<file path="config.mk">
export PLATFORM = sky130hd
export DESIGN_NAME = ritc_phase_scan_controller
export DESIGN_NICKNAME = d
export VERILOG_FILES = /design/src/rtl/ritc_phase_scan_controller.sv
export SDC_FILE = /design/constraint.sdc
export NUM_CORES = 1
export LEC_CHECK = 0
export ABC_AREA = 0
export CAP_MARGIN = 10
export CORE_MARGIN = 5
export CORE_UTILIZATION = 57
export CTS_BUF_LIST = sky130_fd_sc_hd__clkbuf_4 sky130_fd_sc_hd__clkbuf_8
export DETAILED_ROUTE_END_ITERATION = 16
export GPL_TIMING_DRIVEN = 0
export PLACE_DENSITY = 0.86
export SYNTH_ARGS = -nofsm -noshare
export SYNTH_HDL_FRONTEND = slang
export SYNTH_SLANG_ARGS = --single-unit
</file>
<file path="constraint.sdc">
create_clock -name CLK -period 6.9 [get_ports CLK]
set_clock_uncertainty 0.15 [all_clocks]
set_input_delay 1.725 -clock CLK [delete_from_list [all_inputs] [get_ports CLK]]
set_output_delay 1.725 -clock CLK [all_outputs]
set_load 0.05 [all_outputs]
</file>
<file path="src/rtl/ritc_phase_scan_controller.sv">
// ritc_phase_scan_controller: steps the MMCM phase shift, settles, then counts high samples of one RITC input
module ritc_phase_scan_controller #(
    parameter int          NSAMPLE_BITS      = 8,
    parameter int          SETTLE_CYCLES     = 16,
    parameter int          PS_TIMEOUT_CYCLES = 1024,
    parameter logic [15:0] PHASE_RESET       = 16'd0
) (
    input  logic                  CLK,
    input  logic                  RST,
    input  logic                  SCAN_START,
    input  logic                  SCAN_STEP,
    input  logic                  SCAN_DIR,
    input  logic [5:0]            SCAN_SEL,
    input  logic [2:0]            CLOCK_IN,
    input  logic [11:0]           CH0_IN,
    input  logic [11:0]           CH1_IN,
    input  logic [11:0]           CH2_IN,
    input  logic                  VCDL_IN,
    output logic                  PSEN,
    output logic                  PSINCDEC,
    input  logic                  PSDONE,
    output logic [NSAMPLE_BITS:0] RESULT,
    output logic                  RESULT_VALID,
    input  logic                  RESULT_ACK,
    output logic                  BUSY,
    output logic [15:0]           PHASE_POS,
    output logic                  PS_TIMEOUT
);
    localparam int AW = NSAMPLE_BITS + 1;
    localparam int TW = $clog2(PS_TIMEOUT_CYCLES);
    localparam int MW = TW > NSAMPLE_BITS ? TW : NSAMPLE_BITS;
    localparam int CW = MW > 8 ? MW : 8;
    localparam logic [CW-1:0] T_LAST = CW'(PS_TIMEOUT_CYCLES - 1);
    localparam logic [CW-1:0] S_LAST = CW'(SETTLE_CYCLES - 1);
    localparam logic [CW-1:0] N_LAST = CW'((1 << NSAMPLE_BITS) - 1);

    typedef enum logic [2:0] {IDLE, PS_REQ, PS_WAIT, SETTLE, SAMPLE, HOLD} state_t;

    state_t        state;
    logic [5:0]    sel_q;
    logic          dir_q;
    logic [CW-1:0] cnt;
    logic [AW-1:0] acc;
    logic [63:0]   src;
    logic          sample_bit;

    // selects above 39 land on the zero padding, so they count nothing
    assign src = {24'd0, VCDL_IN, CH2_IN, CH1_IN, CH0_IN, CLOCK_IN};
    assign sample_bit = src[sel_q];

    // scan sequencer: one shared counter serves timeout, settle and sample windows
    always_ff @(posedge CLK) begin
        if (RST) begin
            state        <= IDLE;
            sel_q        <= '0;
            dir_q        <= 1'b0;
            cnt          <= '0;
            acc          <= '0;
            PSEN         <= 1'b0;
            PSINCDEC     <= 1'b0;
            RESULT       <= '0;
            RESULT_VALID <= 1'b0;
            BUSY         <= 1'b0;
            PHASE_POS    <= PHASE_RESET;
            PS_TIMEOUT   <= 1'b0;
        end else begin
            PSEN <= 1'b0;
            case (state)
                IDLE: if (SCAN_START) begin
                    sel_q      <= SCAN_SEL;
                    dir_q      <= SCAN_DIR;
                    PS_TIMEOUT <= 1'b0;
                    BUSY       <= 1'b1;
                    cnt        <= '0;
                    PSEN       <= SCAN_STEP;
                    PSINCDEC   <= SCAN_STEP ? SCAN_DIR : PSINCDEC;
                    state      <= SCAN_STEP ? PS_REQ : SETTLE;
                end
                PS_REQ: begin
                    cnt   <= '0;
                    state <= PS_WAIT;
                end
                PS_WAIT: if (PSDONE) begin
                    PHASE_POS <= PHASE_POS + (dir_q ? 16'h0001 : 16'hffff);
                    cnt       <= '0;
                    state     <= SETTLE;
                end else if (cnt == T_LAST) begin
                    PS_TIMEOUT <= 1'b1;
                    BUSY       <= 1'b0;
                    state      <= IDLE;
                end else begin
                    cnt <= cnt + CW'(1);
                end
                SETTLE: if (cnt == S_LAST) begin
                    cnt   <= '0;
                    acc   <= '0;
                    state <= SAMPLE;
                end else begin
                    cnt <= cnt + CW'(1);
                end
                SAMPLE: begin
                    acc <= acc + AW'(sample_bit);
                    cnt <= cnt + CW'(1);
                    if (cnt == N_LAST) begin
                        RESULT       <= acc + AW'(sample_bit);
                        RESULT_VALID <= 1'b1;
                        state        <= HOLD;
                    end
                end
                HOLD: if (RESULT_ACK) begin
                    RESULT_VALID <= 1'b0;
                    BUSY         <= 1'b0;
                    state        <= IDLE;
                end
                default: state <= IDLE;
            endcase
        end
    end
endmodule

</file>
==> out/qor.txt <==
outcome - completed
Worst-Margin Slew - 726.3 ps
grt ovf - 0
Fin. Hold Viols - 0
drt total wl - 9903 microns
crit path launch type - input pin
# setup viols final - 0
Hold-fix buffers, CTS - 0
share of cells above drive strength 1 - 9.298%
worst ir drop on vdd - 0.2098 mV
RSZ-0062 raised after global routing - false
sequential-to-total area share from yosys stat - 31.94%
number of max-cap violations - 0
Setup Fix Bufs, Post-CTS - 0
number of flops mapped to enable cells by yosys - 0
Worst Hold Path EP - PHASE_POS[4]
Clock Path Buffers - 2
Reg2Reg Setup Slack - 3490 ps
vias in the first global route - 3663
ys async rst share - 0%
hold path startpoint - PHASE_POS[4]
P per Cell Area - 271.0 nW/um^2
diodes inserted - 0
clock root buffer - clkbuf_8
Synth Warn # - 0
synth cell count leaders - 59 x dfxtp_1, 49 x nor2_1, 38 x a21oi_1, 31 x nand2_1, 21 x nand3_1
period utilization - 64.03%
hold crit path type - reg2reg
FF-to-FF Start - sel_q[0]
Die Width - 90.55 microns
top cells by area, synth - dfxtp_1 32%, mux4_2 7.3%, ha_1 5.8%, a21oi_1 5.1%, nor2_1 5.0%
io pins - 83
Arrival @ worst endpoint - 4480 ps
initial antenna violation count - 0
post-synth top area share - 31.94%
min Tclk post-route - 4418 ps
reg-to-reg critical path endpoint - RESULT[6]
DRT Pass-1 Iters - 6
final hold slack - 328.4 ps
CP max-delay cell - mux4_2
syn avg cell area - 8.621 sq um
P&R area growth vs syn - 30.55%
kind of critical path - in2reg
post-synth cell types - 58
stages on the worst setup path - 11
critical path's top delay family - multiplexers
Max-slew headroom - 51.45%
most common cell in the synthesized netlist - dfxtp_1
Die ar. - 8199 sq um
Routed Antenna Nets - 0
hold depth - 2
Post-CTS Resized - 0
total track usage - 24.19%
CP max stage delay - 480 ps
Yosys top cell by area - dfxtp_1
GPL Wtd Cong - 0.9401
CP cell instances - clkdlybuf4s50_1 > mux4_2 > mux4_2 > mux2i_1 > o21ai_0 > ha_1 > ha_1 > and3_1 > nand3_1 > xor2_1 > a211oi_1
crit-path max FO - 5
DRC errors left - 0
Buf+Inv Stages, Crit Path - 1
Yosys reg bits - 59
Static Leakage - 1.745 nW
cells on worst reg2reg path - 11
# rows - 29
Setup TNS - 0 ps
Achievable Freq - 226.4 MHz
clk_lat worst skew - 350 ps
Synth Net Count - 500
Core ar. - 6314 sq um
Req. time, crit path - 6960 ps
Worst-path clk slew - 70 ps
global-route wire length before repair - 16500 microns
ys flop type - dfxtp_1
gate count after technology mapping - 429
Initial Util - 58.58%
Slew Limit Fails - 0
die height - 90.55 microns
crit path capture type - register
clock tree from TritonCTS - yes
via count - 3682
mapped cell area - 3699 sq um
Clock Sinks - 59
largest net degree at the start of global routing - 18
Port Buffers - 82
htree depth - 3
drt initial violations - 181
Nets - 593
final HPWL from detailed placement - 7549 microns
DR WL/cell - 16.40 microns
total CTS buffers - 9
vias per cell - 6.096
## where the power goes
group	internal [mW]	total, mW	switching (mW)
Sequential	0.372	0.401	0.0292
Clock	0.195	0.341	0.146
Combinational	0.238	0.567	0.329
## worst min-delay path, stage by stage, from the launching register on
cell and delay (ps):
dfxtp_1 330, nand2_1 60, a21oi_1 50
## worst max-delay path by stage
stage               slack, ps  startpoint        end
floorplan                2810   CH2_IN[4]  RESULT[6]
global placement         2220  CH1_IN[10]  RESULT[6]
detailed placement       2100   CH2_IN[3]  RESULT[6]
CTS                      2480   CH2_IN[3]  RESULT[6]
global route             2350   CH1_IN[2]     acc[6]
finish                   2480   CH2_IN[3]  RESULT[6]
## cell type report
cell class / instances / area [sq um]
clock buffers: 12 / 165.2
repair buffers: 82 / 820.8
well taps: 77 / 96.34
clock inverters: 4 / 47.55
plain buffers: 22 / 110.1
inverters: 6 / 22.52
multi-input cells: 342 / 2385
flip-flops and latches: 59 / 1181
fillers: 468 / 1485
## flip-flops by register name (all words and copies together), names as in the netlist
register	count
cnt	10
PS_TIMEOUT	1
state	3
PHASE_POS	16
PSEN	1
RESULT_VALID	1
dir_q	1
BUSY	1
RESULT	9
sel_q	6
PSINCDEC	1
acc	9
## per-layer routing
| layer | vias to the layer above | wire (microns) | GRT usage [%] |
|---|---|---|---|
| met5 | - | 0 | 0 |
| met4 | 0 | 116 | 7.568 |
| met3 | 11 | 914 | 8.667 |
| met2 | 147 | 5051 | 44.67 |
| met1 | 1735 | 3821 | 25.22 |
| li1 | 1789 | - | - |
## cells by family (layout without fill, tap and decap cells)
kind of cell | Yosys count | after routing | share of synthesized area [%]
AO/OA/AOI/OAI | 107 | 107 | 18.40
AND/OR/NAND/NOR | 174 | 174 | 24.76
buffers and inverters | 28 | 126 | 3.586
multiplexers | 23 | 23 | 10.28
adder cells (fa/ha/maj) | 18 | 18 | 6.292
XOR/XNOR | 20 | 20 | 4.736
flip-flops | 59 | 59 | 31.93
## layout by cell type, fill, tap and decap left out, types with 4 or more instances in the layout
master and instances:
clkdlybuf4s50_1 82, dfxtp_1 59, nor2_1 49, a21oi_1 38, nand2_1 31, nand3_1 21
o21ai_0 18, ha_1 17, nor3_1 16, xnor2_1 15, clkbuf_1 14, mux4_2 12
clkbuf_8 12, mux2i_1 11, and3_1 8, a31oi_1 8, a211oi_1 8, a21o_1 8
or3_1 7, inv_1 6, nand3b_1 6, nor4_1 5, xor2_1 5, buf_2 4
nor2b_1 4, o21a_1 4
## stage by stage
stage / setup slack, ps / total power [mW] / area (sq um) / cells / utilization [%]
floorplan: 2808 / 0.8131 / 3699 / 429 / -
global placement: 2219 / 0.9494 / 4616 / 588 / 73.11
detailed placement: 2100 / 0.9659 / 4616 / 588 / 73.11
CTS: 2475 / 1.303 / 4828 / 604 / 76.48
global route: 2348 / 1.380 / 4828 / 604 / 76.48
finish: 2482 / 1.309 / 4828 / 604 / 76.48
No activity file was read; power rests on OpenSTA's default activity.
